==> src/rtl/match_judge_pkg.sv <==
// match_judge_pkg: shared sizes and FSM state encoding for the card match judge.
package match_judge_pkg;
  localparam int NUM_CARDS  = 36;
  localparam int NUM_PAIRS  = 18;
  localparam int IDX_W      = 6;
  localparam int FACE_W_DEF = 4;
  localparam int PAIR_W     = 5;
  typedef enum logic [2:0] {
    S_IDLE  = 3'd0,
    S_EVAL  = 3'd1,
    S_HOLD  = 3'd2,
    S_PULSE = 3'd3,
    S_CLEAR = 3'd4
  } state_t;
endpackage

==> src/rtl/match_judge_sel_encoder.sv <==
// sel_encoder: saturating popcount plus lowest/highest set index of the valid selection vector.
module sel_encoder
  import match_judge_pkg::*;
(
  input  logic [NUM_CARDS-1:0] i_vsel,
  output logic [1:0]           o_count,
  output logic [IDX_W-1:0]     o_lo,
  output logic [IDX_W-1:0]     o_hi
);
  always_comb begin
    o_count = '0;
    o_lo    = '0;
    o_hi    = '0;
    for (int i = NUM_CARDS - 1; i >= 0; i--) if (i_vsel[i]) o_lo = IDX_W'(i);
    for (int i = 0; i < NUM_CARDS; i++) begin
      if (i_vsel[i]) begin
        o_hi    = IDX_W'(i);
        o_count = (o_count == 2'd3) ? o_count : o_count + 2'd1;
      end
    end
  end
endmodule

==> src/rtl/match_judge.sv <==
// match_judge: judges two selected cards after a visible hold, pulsing ms/mf and tracking pairs left.
module match_judge
  import match_judge_pkg::*;
#(
  parameter int HOLD_CYCLES = 25000000,
  parameter int FACE_W      = FACE_W_DEF
) (
  input  logic                        clk,
  input  logic                        rst,
  input  logic [NUM_CARDS-1:0]        sel_bus,
  input  logic [NUM_CARDS-1:0]        hidden_bus,
  input  logic [NUM_CARDS*FACE_W-1:0] face_bus,
  output logic                        mf,
  output logic                        ms,
  output logic                        busy,
  output logic [PAIR_W-1:0]           pairs_left,
  output logic                        win
);
  localparam int CW = $clog2(HOLD_CYCLES) + 1;
  state_t              r_state, w_next;
  logic [CW-1:0]       r_cnt;
  logic [IDX_W-1:0]    r_lo, r_hi;
  logic                r_match, r_ms, r_mf, r_win;
  logic [PAIR_W-1:0]   r_pairs;
  logic [NUM_CARDS-1:0] w_vsel;
  logic [1:0]          w_count;
  logic [IDX_W-1:0]    w_lo, w_hi;
  logic [FACE_W-1:0]   w_face_lo, w_face_hi;
  logic                w_go_pulse;
  logic                w_unused_idx;
  assign w_vsel       = sel_bus & ~hidden_bus;
  assign w_face_lo    = face_bus[w_lo*FACE_W +: FACE_W];
  assign w_face_hi    = face_bus[w_hi*FACE_W +: FACE_W];
  assign w_unused_idx = ^{r_lo, r_hi};
  sel_encoder u_enc (
    .i_vsel  (w_vsel),
    .o_count (w_count),
    .o_lo    (w_lo),
    .o_hi    (w_hi)
  );
  always_comb begin
    w_next     = r_state;
    w_go_pulse = 1'b0;
    case (r_state)
      S_IDLE:  w_next = (w_count >= 2'd2 && !r_win) ? S_EVAL : S_IDLE;
      S_EVAL:  w_next = S_HOLD;
      S_HOLD: begin
        w_go_pulse = (w_count >= 2'd2) && (r_cnt == '0);
        w_next     = (w_count < 2'd2) ? S_CLEAR : w_go_pulse ? S_PULSE : S_HOLD;
      end
      S_PULSE: w_next = S_CLEAR;
      S_CLEAR: w_next = (w_count == 2'd0) ? S_IDLE : S_CLEAR;
      default: w_next = S_IDLE;
    endcase
  end
  always_ff @(posedge clk) begin
    if (rst) begin
      r_state <= S_IDLE;
      r_cnt   <= '0;
      r_lo    <= '0;
      r_hi    <= '0;
      r_match <= 1'b0;
      r_ms    <= 1'b0;
      r_mf    <= 1'b0;
      r_pairs <= PAIR_W'(NUM_PAIRS);
      r_win   <= 1'b0;
    end else begin
      r_state <= w_next;
      r_ms    <= w_go_pulse && r_match;
      r_mf    <= w_go_pulse && !r_match;
      if (r_state == S_EVAL) begin
        r_lo    <= w_lo;
        r_hi    <= w_hi;
        r_match <= (w_count == 2'd2) && (w_face_lo == w_face_hi);
        r_cnt   <= CW'(HOLD_CYCLES - 1);
      end else if (r_state == S_HOLD && r_cnt != '0) begin
        r_cnt <= r_cnt - 1'b1;
      end
      r_pairs <= (r_ms && r_pairs != '0) ? r_pairs - 1'b1 : r_pairs;
      r_win   <= r_win | (r_pairs == '0);
    end
  end
  assign ms         = r_ms;
  assign mf         = r_mf;
  assign busy       = (r_state != S_IDLE);
  assign pairs_left = r_pairs;
  assign win        = r_win;
endmodule

==> config.mk <==
export PLATFORM = sky130hd
export DESIGN_NAME = match_judge
export DESIGN_NICKNAME = d
export VERILOG_FILES = /design/src/rtl/match_judge_pkg.sv /design/src/rtl/match_judge_sel_encoder.sv /design/src/rtl/match_judge.sv
export SDC_FILE = /design/constraint.sdc
export NUM_CORES = 1
export LEC_CHECK = 0
export ABC_AREA = 1
export CORE_UTILIZATION = 45
export CTS_BUF_LIST = sky130_fd_sc_hd__clkbuf_8
export CTS_CLUSTER_DIAMETER = 200
export DETAILED_ROUTE_END_ITERATION = 8
export GPL_TIMING_DRIVEN = 1
export PLACE_DENSITY_LB_ADDON = 0.12
export SYNTH_ARGS = -nofsm -noshare
export SYNTH_HDL_FRONTEND = slang
export SYNTH_SLANG_ARGS = --single-unit
==> constraint.sdc <==
create_clock -name clk -period 8.8 [get_ports clk]
set_input_delay 1.76 -clock clk [delete_from_list [all_inputs] [get_ports clk]]
set_output_delay 1.76 -clock clk [all_outputs]
set_load 0.05 [all_outputs]
Yosys cells after proc, flatten, opt, wreduce, memory -nomap -nowiden
Index checks and enable logic that the tools add are counted.
W data, S select, Z words.

word-level totals
  output and inout port bits = 9
  logic and storage cells = 261
  flip-flop bits (word level) = 38

operators by class
  multiplexer cells = 150
  reduce and logical (&&, ||, !) cells = 18
  shift-type cells = 2
  $lt $le $gt $ge = 2
  equality and inequality tests = 41
  bitwise logic cells = 3
  $add $sub $neg = 37

operator list
  kind                     number
  $shiftx A144 B9 Y4       2
  $mux W6                  40
  $mux W2                  72
  $mux W5                  16
  $eq A2 B2 Y1 const B     35
  $add A2 B1 Y2 const B    34
  $mux W25                 2
  $and A36 B36 Y36         1
  $not A36 Y36             1
  $mux W4                  8
  $logic_not A26 Y1        1
  $reduce_bool A26 Y1      1
  $sub A26 B1 Y26 const B  1
  $mux W3                  6
  $pmux W3 S5              1
  $logic_and A1 B1 Y1      7
  $eq A3 B2 Y1 const B     2
  $logic_not A5 Y1         1
  $mux W1                  5
  $reduce_bool A5 Y1       1
  $sub A5 B1 Y5 const B    1
  $eq A4 B4 Y1             1
  $eq A3 B1 Y1 const B     1
  $eq A3 B3 Y1 const B     1
  11 further kinds         12

Longest topological paths before layout
Gate-level depths: netlist of run 1.

  word-level depth = 113
  mapped depth = 73

By module
A second synthesis of run 1 with hierarchy kept.

second synthesis, totals
  cells, all modules = 1526
  area, all modules = 7739.9 um^2

by module, submodules not included
  module       area each (um^2)  times used  cells an instance
  match_judge  5510.3            1           1088
  sel_encoder  2229.6            1           438

Least setup slack after synthesis of run 1
No wires, ideal clock.

  path type = input-to-reg
  from = input port sel_bus[0]
  to = register r_state[2]
  path slack = 2.031 ns
  required time = 8.734 ns
  data arrival time = 6.703 ns
  stages on the path = 71
  cell sequence = inv_1 > nor2_1 > inv_1 > ha_1 > inv_1 > nand3_1 > nand2_1 > nand3_1 > nand3_1 > nand2_1 > nand3_2 > nand2_2 > nand2_2 > nand3_1 > nand2_1 > nand3_2 > nand3_1 > nand2_1 > [35 not listed] > nand3_1 > nand2_1 > nand2_1 > nand2_1 > nand2_1 > nand2_1 > nand2_1 > nand2_1 > nand2_1 > nand2_1 > nand2_1 > nand2_1 > nand3_1 > o21ai_2 > nand2_2 > nand3_2 > nand2_2 > a21oi_2

on the way
  cells in the longest elaborated chain, start to end = 110
  elaborated cells between the ends (all ways) = 147
  classes of those cells = add/sub (35); order compare (1); eq/ne (35); mux (74); bitwise (1); reduce/logical (1)

ends and longest elaborated chain
  element                                                  RTL line                              RTL
  start, declared                                          match_judge.sv:10                     input logic [NUM_CARDS-1:0] sel_bus,
  $and A36 B36 Y36 (*)                                     match_judge.sv:31                     assign w_vsel = sel_bus & ~hidden_bus;
  $mux W1 (*)                                              match_judge_sel_encoder.sv:16         if (i_vsel[i]) begin
  $add A1 B1 Y2 / $eq A1 B2 Y1 (equally long branches)     match_judge_sel_encoder.sv:18         o_count = (o_count == 2'd3) ? o_count : o_count + 2'd1;
  $mux W2                                                  match_judge_sel_encoder.sv:18
  $mux W2 (*)                                              match_judge_sel_encoder.sv:16
  $add A2 B1 Y2 / $eq A2 B2 Y1 (equally long branches)     match_judge_sel_encoder.sv:18
  $mux W2                                                  match_judge_sel_encoder.sv:18
  $mux W2 (*)                                              match_judge_sel_encoder.sv:16
  [94 not listed]                                          -
  $mux W2                                                  match_judge_sel_encoder.sv:18
  $mux W2 (*)                                              match_judge_sel_encoder.sv:16
  $add A2 B1 Y2 / $eq A2 B2 Y1 (equally long branches)     match_judge_sel_encoder.sv:18
  $mux W2                                                  match_judge_sel_encoder.sv:18
  $mux W2 (*)                                              match_judge_sel_encoder.sv:16
  $lt A2 B2 Y1 / $logic_not A2 Y1 (equally long branches)  match_judge.sv:49, match_judge.sv:52
  $mux W3 (on tied branches)                               match_judge.sv:49, match_judge.sv:52
  $pmux W3 S5 (*)                                          match_judge.sv:44                     case (r_state)
  end signal, assigned                                     match_judge.sv:68                     r_state <= w_next;
  end, declared                                            match_judge.sv:20                     state_t r_state, w_next;

Mark *: on every way between the ends. The rest lies on a longest branch, timed or not.
A chain may end at the register's enable or synchronous reset.

Worst setup path after layout of run 1
Same ends and word-level chain as after synthesis.

==> results of run 1 <==
routing by layer:
metal | GRT usage, % | vias up | share of wire, %
met2 | 52.0 | 473 | 45
met5 | 0 | - | 0
met3 | 4.84 | 61 | 8.7
met1 | 38.6 | 4304 | 43
li1 | - | 5004 | -
met4 | 10.6 | 0 | 3.0
synth_stat cells, drive strengths merged (2+ instances only):
| cell | instances | area share (%) |
|---|---|---|
| a32o | 20 | 2.8 |
| nand4 | 49 | 5.2 |
| ha | 4 | 0.70 |
| nand3 | 156 | 12 |
| o221ai | 16 | 2.0 |
| xor2 | 2 | 0.24 |
| nor2 | 161 | 8.5 |
| o311ai | 16 | 2.0 |
| inv | 184 | 9.6 |
| o21bai | 2 | 0.21 |
| or2 | 22 | 1.9 |
| a21oi | 91 | 6.4 |
| nor3 | 12 | 0.84 |
| a221oi | 8 | 0.98 |
| a32oi | 4 | 0.49 |
| dfxtp | 38 | 11 |
| nand2 | 364 | 20 |
| o21ai | 108 | 7.6 |
| nor4 | 6 | 0.52 |
| buf | 6 | 0.37 |
| o211ai | 25 | 2.6 |
| clkinv | 2 | 0.10 |
| a31oi | 6 | 0.52 |
| clkbuf | 44 | 2.3 |
sequential cells by signal, summed over array words and instances, names as in the netlist:
signal and cells:
mf 1, ms 1, pairs_left 5, r_cnt 26
r_match 1, r_state 3, win 1
logic make-up (layout without fill, tap and decap cells):
family / count (synthesis) / after routing / share of synthesized area [%]
compound gates: 303 / 303 / 26.3
xor+xnor: 3 / 3 / 0.366
fa+ha+maj: 4 / 4 / 0.697
buf+inv: 236 / 429 / 12.4
flops: 38 / 38 / 10.6
simple gates: 774 / 774 / 49.7
worst max-delay path: cells and delay by family:
family	cells	cell delay, ps
and+or+nand+nor	50	4800
adders and majority gates	1	340
AOI/OAI and AO/OA	2	260
buffers and inverters	4	700
per-stage QoR:
stage / worst slack, ps / hold WS, ps / instances / cell area (µm²)
4_1_cts: 1100 / 467 / 1762 / 9740
2_1_floorplan: 2030 / 413 / 1358 / 7180
5_1_grt: 174 / 487 / 1762 / 9740
6_report: 1040 / 464 / 1762 / 9740
3_3_place_gp: 954 / 451 / 1754 / 9600
3_5_place_dp: 813 / 447 / 1754 / 9600
power by group through the flow:
stage	Combinational (mW)	Sequential [mW]	Clock (mW)
detailed placement	0.697	0.221	0
floorplan	0.480	0.215	0
global route	0.800	0.221	0.193
finish	0.712	0.218	0.183
CTS	0.703	0.217	0.186
global placement	0.691	0.220	0
final cells by class:
| type | count | share of cell area, % |
|---|---|---|
| Timing Repair Buffer | 235 | 23.9 |
| Clock inverter | 2 | 0.617 |
| Sequential cell | 38 | 7.81 |
| Clock buffer | 6 | 0.848 |
| Tap cell | 211 | 2.71 |
| Multi-Input combinational cell | 1084 | 56.9 |
| Inverter | 186 | 7.17 |
worst paths after layout:
check	from	end	slack (ps)	cells past startpoint
hold reg to reg	pairs_left[4]	pairs_left[4]	460	2
setup reg to reg	r_cnt[0]	r_cnt[25]	5660	23
setup / recovery	sel_bus[0]	r_state[2]	1040	57
hold / removal	pairs_left[4]	pairs_left[4]	460	2
==> flow_metrics.tcl, run 1 <==
set metrics [dict create \
    ys.warnings.count 0 \
    ctsHoldBuffers 0 \
    synth_seq_area_share_pct 10.6 \
    relSlewSlack_pct 20.5 \
    grt_first_pass_wirelength_um 41700 \
    setup_viol 0 \
    vias 9842 \
    antenna_found_initial 0 \
    drv_slew 0 \
    p_seq_share_pct 19.6 \
    first_global_vias 8951 \
    cp_common_cell "nand2_2" \
    crit_fanout 5 \
    synth_top_flop_cell "dfxtp_1" \
    htreeDepth 2 \
    coreArea_um2 15400 \
    via_per_inst 5.59 \
    required_ps 8950 \
    drive_gt1_share_pct 7.99 \
    final-seq-area_um2 761 \
    startpoint_type "input pin" \
    fin_util_pct 63.4 \
    worst_pin_slew_ps 1190 \
    worstPathArrival_ps 7910 \
    grt_util_all_layers_pct 30.4 \
    synth_edf_count 0 \
    wirelength_um 25700 \
    grt_setup_unrepaired "no" \
    hold_viol 0 \
    clockRootBuffer "clkbuf_8" \
    ys_seq_elements 38 \
    status "finished, final reports clean" \
    p_leak_nw 4.45 \
    power_density_nw_per_um2 114 \
    drtIter0Drc 910 \
    cts_tree "done" \
    avgSynthCellArea_um2 5.29 \
    io_pins 227 \
    syn_area_um2 7180 \
    clock_path_buffers 2 \
    ant_nets 0 \
    p_comb_share_pct 64.0 \
    cts_resized 0 \
    synth_async_sr_flop_share_pct 0 \
    cap_violations 0 \
    clk_pin_slew_ps 80 \
    crit_type "input pin to flip-flop" \
    final_common_cell "nand2_1" \
    clock_power_share_pct 16.5 \
    fin_tns_setup_ps 0 \
    crit_path_end_kind "flip-flop" \
    cts_setup_buffers 0 \
    insertion_delay_ps 290 \
    clock_sinks 38 \
    drc 0 \
    hp-class "flip-flop to flip-flop" \
    fp.dieW_um 128 \
    cp_slowest_stage_delay_ps 460 \
    port_buffers 226 \
    grt_start_max_net_pins 73 \
    n_antenna_cell 0 \
    cp_slowest_cell "clkdlybuf4s50_1" \
    multiInputGateArea_um2 5540 \
    total_power_mw 1.11 \
    ir_drop_mv 0.153 \
    p_switching_mw 0.509 \
    fillCellCount 1533 \
    fin_crit_ps 7760 \
    gp_congestion 0.949 \
    fin_crit_sh_pct 88.2 \
    grt_overflow 0 \
    synth_cell_types 46 \
    max_clock_freq_mhz 129 \
    cts_buffers 5 \
    switching_share_pct 45.7 \
    synthCells 1358 \
    wire_per_inst_um 14.6 \
    num-nets-final 1772 \
    power.internal_mw 0.604 \
    start_util_pct 46.7 \
    first_pass_iters 5 \
    area_growth_pct 35.6 \
    clock_skew_ps 5.49 \
    final_cell_mix "nand2_1 (332), clkdlybuf4s50_1 (226), inv_1 (167)" \
    syn-num-nets 1580 \
    dpl.hpwl_um 19400 \
    die_area_um2 16500 \
    rows 45 \
    die_y_um 128 \
]
Note: power is estimated with default switching activity, not from simulation.
==> run 2: changes to the inputs <==
--- a/config.mk
+++ b/config.mk
@@ -8,2 +8,3 @@
 export ABC_AREA = 1
+export CAP_MARGIN = 5
 export CORE_UTILIZATION = 45
==> constraint.sdc (replaced) <==
create_clock -name clk -period 8.8 [get_ports clk]
set_input_delay 1.32 -clock clk [delete_from_list [all_inputs] [get_ports clk]]
set_output_delay 1.32 -clock clk [all_outputs]
set_load 0.05 [all_outputs]
==> flow_metrics.tcl, run 2 (same netlist as run 1, synthesis figures left out) <==
set metrics [dict create \
    status "finished, final reports clean" \
    ir_drop_mv 0.179 \
    cts_resized 0 \
    cp_slowest_cell "inv_2" \
    start_util_pct 46.7 \
    cp_common_cell "o21ai_0" \
    grt_setup_unrepaired "no" \
    startpoint_type "input pin" \
    vias 9973 \
    rrSetupSlack_ps 5680 \
    die_y_um 128 \
    hp-class "flip-flop to flip-flop" \
    required_ps 9040 \
    wirelength_um 25500 \
    ctsHoldBuffers 0 \
    final_cell_mix "nand2_1 (332), clkdlybuf4s50_1 (226), inv_1 (167)" \
    drive_gt1_share_pct 8.05 \
    drtIter0Drc 1160 \
    cp_slowest_stage_delay_ps 760 \
    regMostFlops "r_cnt" \
    n_antenna_cell 0 \
    grt_overflow 0 \
    hold_viol 0 \
    fin_util_pct 63.2 \
    grt_start_max_net_pins 73 \
    fin_crit_sh_pct 85.7 \
    first_pass_iters 6 \
    num-nets-final 1773 \
    crit_path_end_kind "flip-flop" \
    gp_congestion 0.946 \
    final_common_cell "nand2_1" \
    timing.rr.start "r_cnt[0]" \
    cts_setup_buffers 0 \
    clockRootBuffer "clkbuf_8" \
    clock_sinks 38 \
    hold_end "ms" \
    crit_buf_inv 4 \
    dp.cells 1755 \
    p_leak_nw 4.44 \
    clock_path_buffers 2 \
    post-place-ws_ps 1130 \
    die_area_um2 16500 \
    crit_family "compound AO/OA/AOI/OAI gates" \
    cts_buffers 5 \
    dpl.hpwl_um 19600 \
    area_growth_pct 35.2 \
    fin_crit_ps 7540 \
    fp.dieW_um 128 \
    port_buffers 226 \
    ant_nets 0 \
    rows 45 \
    grt_util_all_layers_pct 30.1 \
    clock_skew_ps 7.78 \
    fillCellCount 1521 \
    r2r_end "r_cnt[21]" \
    hp-start "r_match" \
    r2r.worst_path.cells 24 \
    layout_setup_ws_ps 1260 \
    relSlewSlack_pct 25.7 \
    grt_first_pass_wirelength_um 41500 \
    max_clock_freq_mhz 133 \
    total_power_mw 1.07 \
    worst_pin_slew_ps 1110 \
    power_density_nw_per_um2 111 \
    first_global_vias 8768 \
    clk_pin_slew_ps 80 \
    crit_type "input pin to flip-flop" \
    cap_violations 0 \
    crit_fanout 45 \
    fin_tns_setup_ps 0 \
    io_pins 227 \
    coreArea_um2 15400 \
    via_per_inst 5.66 \
    drv_slew 0 \
    insertion_delay_ps 290 \
    fin_cells 1763 \
    crit_cells 35 \
    setup_viol 0 \
    largest_reg_flops 26 \
    worstPathArrival_ps 7780 \
    htreeDepth 2 \
    wire_per_inst_um 14.5 \
    hold_depth 2 \
    cts_tree "done" \
    antenna_found_initial 0 \
    drc 0 \
]
run 2: how the worst max path moves through the flow:
| stage | startpoint | end | slack (ps) |
|---|---|---|---|
| 2_1_floorplan | sel_bus[0] | r_state[2] | 2470 |
| 3_3_place_gp | sel_bus[33] | r_match | 1230 |
| 3_5_place_dp | sel_bus[33] | r_match | 1130 |
| 4_1_cts | sel_bus[33] | r_match | 1410 |
| 5_1_grt | sel_bus[33] | r_match | 280 |
| 6_report | sel_bus[33] | r_match | 1260 |
run 2: layout make-up:
cell class / count / area, µm² / share of cell area, %
Clock buffer: 5 / 68.8 / 0.709
Clock inverter: 3 / 40.0 / 0.412
Inverter: 186 / 698 / 7.19
Multi-Input combinational cell: 1084 / 5540 / 57.1
Sequential cell: 38 / 761 / 7.83
Tap cell: 211 / 264 / 2.72
Timing Repair Buffer: 236 / 2340 / 24.1
run 2: tightest hold or removal path, cell delays in order, from the launching register on:
cell and delay (ps):
dfxtp_1 340, inv_1 50, nor2_1 30
run 2: power breakdown:
group	total (mW)	leakage, nW	internal (mW)	switching (mW)
sequential	0.218	0.310	0.195	0.0235
combinational	0.711	4.07	0.289	0.422
clock	0.145	0.0579	0.0834	0.0619
run 2: per-stage QoR:
stage | hold WS [ps] | cell area (µm²)
detailed placement | 456 | 9600
global route | 479 | 9710
floorplan | 413 | 7180
global placement | 447 | 9600
CTS | 464 | 9710
finish | 462 | 9710
run 2: layer usage:
layer | track usage, % | share of wire [%] | vias up
met5 | 0 | 0 | -
met4 | 9.27 | 2.8 | 0
met3 | 3.76 | 8.6 | 67
met2 | 51.5 | 45 | 505
met1 | 39.1 | 44 | 4400
li1 | - | - | 5001
==> run 3: changes to the inputs <==
clock period = 6.7 ns   (was 8.8 ns; I/O delays follow)
==> flow_metrics.tcl, run 3 (same netlist as run 1, synthesis figures left out) <==
set metrics [dict create \
    cp_slowest_stage_delay_ps 260 \
    layout_setup_ws_ps -89.2 \
    status "finished, violations left" \
    n_antenna_cell 0 \
    grt_overflow 0 \
    clock_skew_ps 10.9 \
    dpl.hpwl_um 20000 \
    drtIter0Drc 1069 \
    fin_crit_sh_pct 101 \
    design_area_um2 11000 \
    start_util_pct 46.7 \
    wirelength_um 28900 \
    grt_start_max_net_pins 73 \
    clockRootBuffer "clkbuf_8" \
    hp-class "flip-flop to flip-flop" \
    required_ps 6910 \
    regMostFlops "r_cnt" \
    final_cell_mix "nand2_1 (270), clkdlybuf4s50_1 (219), nor2_1 (156)" \
    via_per_inst 5.83 \
    power_density_nw_per_um2 145 \
    startpoint_type "input pin" \
    clock_path_buffers 2 \
    first_pass_iters 5 \
    cap_violations 0 \
    p_leak_nw 4.78 \
    worstPathArrival_ps 7000 \
    grt_first_pass_wirelength_um 43300 \
    num-nets-final 1815 \
    clock_sinks 38 \
    port_buffers 226 \
    largest_reg_flops 26 \
    grt_util_all_layers_pct 31.6 \
    drc 0 \
    finalHoldWorstSlack_ps 451 \
    ir_drop_mv 0.181 \
    ant_nets 0 \
    gp_congestion 0.892 \
    coreArea_um2 15400 \
    crit_fanout 5 \
    hold_viol 0 \
    rows 45 \
    place_area_um2 9760 \
    hold_depth 1 \
    ctsHoldBuffers 0 \
    antenna_found_initial 0 \
    io_pins 227 \
    worst_pin_slew_ps 939 \
    htreeDepth 2 \
    grt_setup_unrepaired "yes" \
    vias 10500 \
    first_global_vias 9289 \
    fp.dieW_um 128 \
    setup_viol 4 \
    crit_type "input pin to flip-flop" \
    insertion_delay_ps 290 \
    drv_slew 0 \
    area_growth_pct 53.0 \
    cts_buffers 5 \
    drive_gt1_share_pct 19.8 \
    wire_per_inst_um 16.0 \
    cts_tree "done" \
    r2r.worst_path.cells 23 \
    final_common_cell "nand2_1" \
    cp_slowest_cell "ha_4" \
    violations "negative setup slack" \
    die_area_um2 16500 \
    fin_crit_ps 6790 \
    relSlewSlack_pct 37.4 \
    max_clock_freq_mhz 147 \
    clk_pin_slew_ps 80 \
    die_y_um 128 \
    crit_path_end_kind "flip-flop" \
]
[run 3: cell types whose count changed in the layout (fill, tap and decap cells not counted), moves of 7 or more]
cell             previous run  this run
buf_4                      10        50
clkdlybuf4s50_1           226       219
inv_1                     167       152
inv_2                      17        27
inv_4                       0         7
nand2_1                   332       270
nand2_2                    32        65
nand2_4                     0        28
nand3_1                   138        78
nand3_2                    17        56
nand3_4                     1        22
nand4_2                    11         0
nand4_4                     0        11
[run 3: critical path: cells and delay by family]
family	cells	cell delay (ps)
AO/OA/AOI/OAI	1	140
buffers and inverters	6	480
AND/OR/NAND/NOR	49	5060
adder cells (fa/ha/maj)	1	260
[run 3: area by class of cell]
cell class | instances | area [µm²]
clock buffers | 5 | 68.8
flip-flops and latches | 38 | 761
clock inverters | 3 | 37.5
inverters | 186 | 716
multi-input cells | 1084 | 6470
repair buffers | 278 | 2670
well taps | 211 | 264
fillers | 1322 | 4380
[run 3: power breakdown]
part           switching, mW  internal (mW)
clock                 0.0820          0.108
combinational          0.667          0.456
sequential            0.0295          0.256
total                  0.778          0.820
[run 3: final timing paths]
kind / from / end / slack [ps]
worst min-delay path: r_match / mf / 450
worst max-delay path: hidden_bus[1] / r_state[2] / -90
worst min register to register: r_match / mf / 450
worst max register to register: r_cnt[0] / r_cnt[25] / 3650
[run 3: repair_timing]
action	in CTS	in global routing
setup buffers	13	12
pin swaps	26	59
endpoints found under the setup margin	6	6
gates resized for setup	47	189
[run 3: metrics by stage]
stage	power [mW]	util, %	TNS [ps]	worst slack, ps	instances
CTS	1.46	66.3	-678	-156	1795
global placement	1.21	63.5	-1370	-247	1774
detailed placement	1.23	63.5	-2700	-493	1774
global route	1.72	71.5	-3020	-576	1805
floorplan	0.914	-	0	686	1358
finish	1.60	71.5	-149	-89.2	1805
[run 3: per-layer routing]
metal | track usage [%] | share of wire [%]
met4 | 12.0 | 4.0
met2 | 56.1 | 48
met5 | 0 | 0
met3 | 4.17 | 8.9
met1 | 38.6 | 39
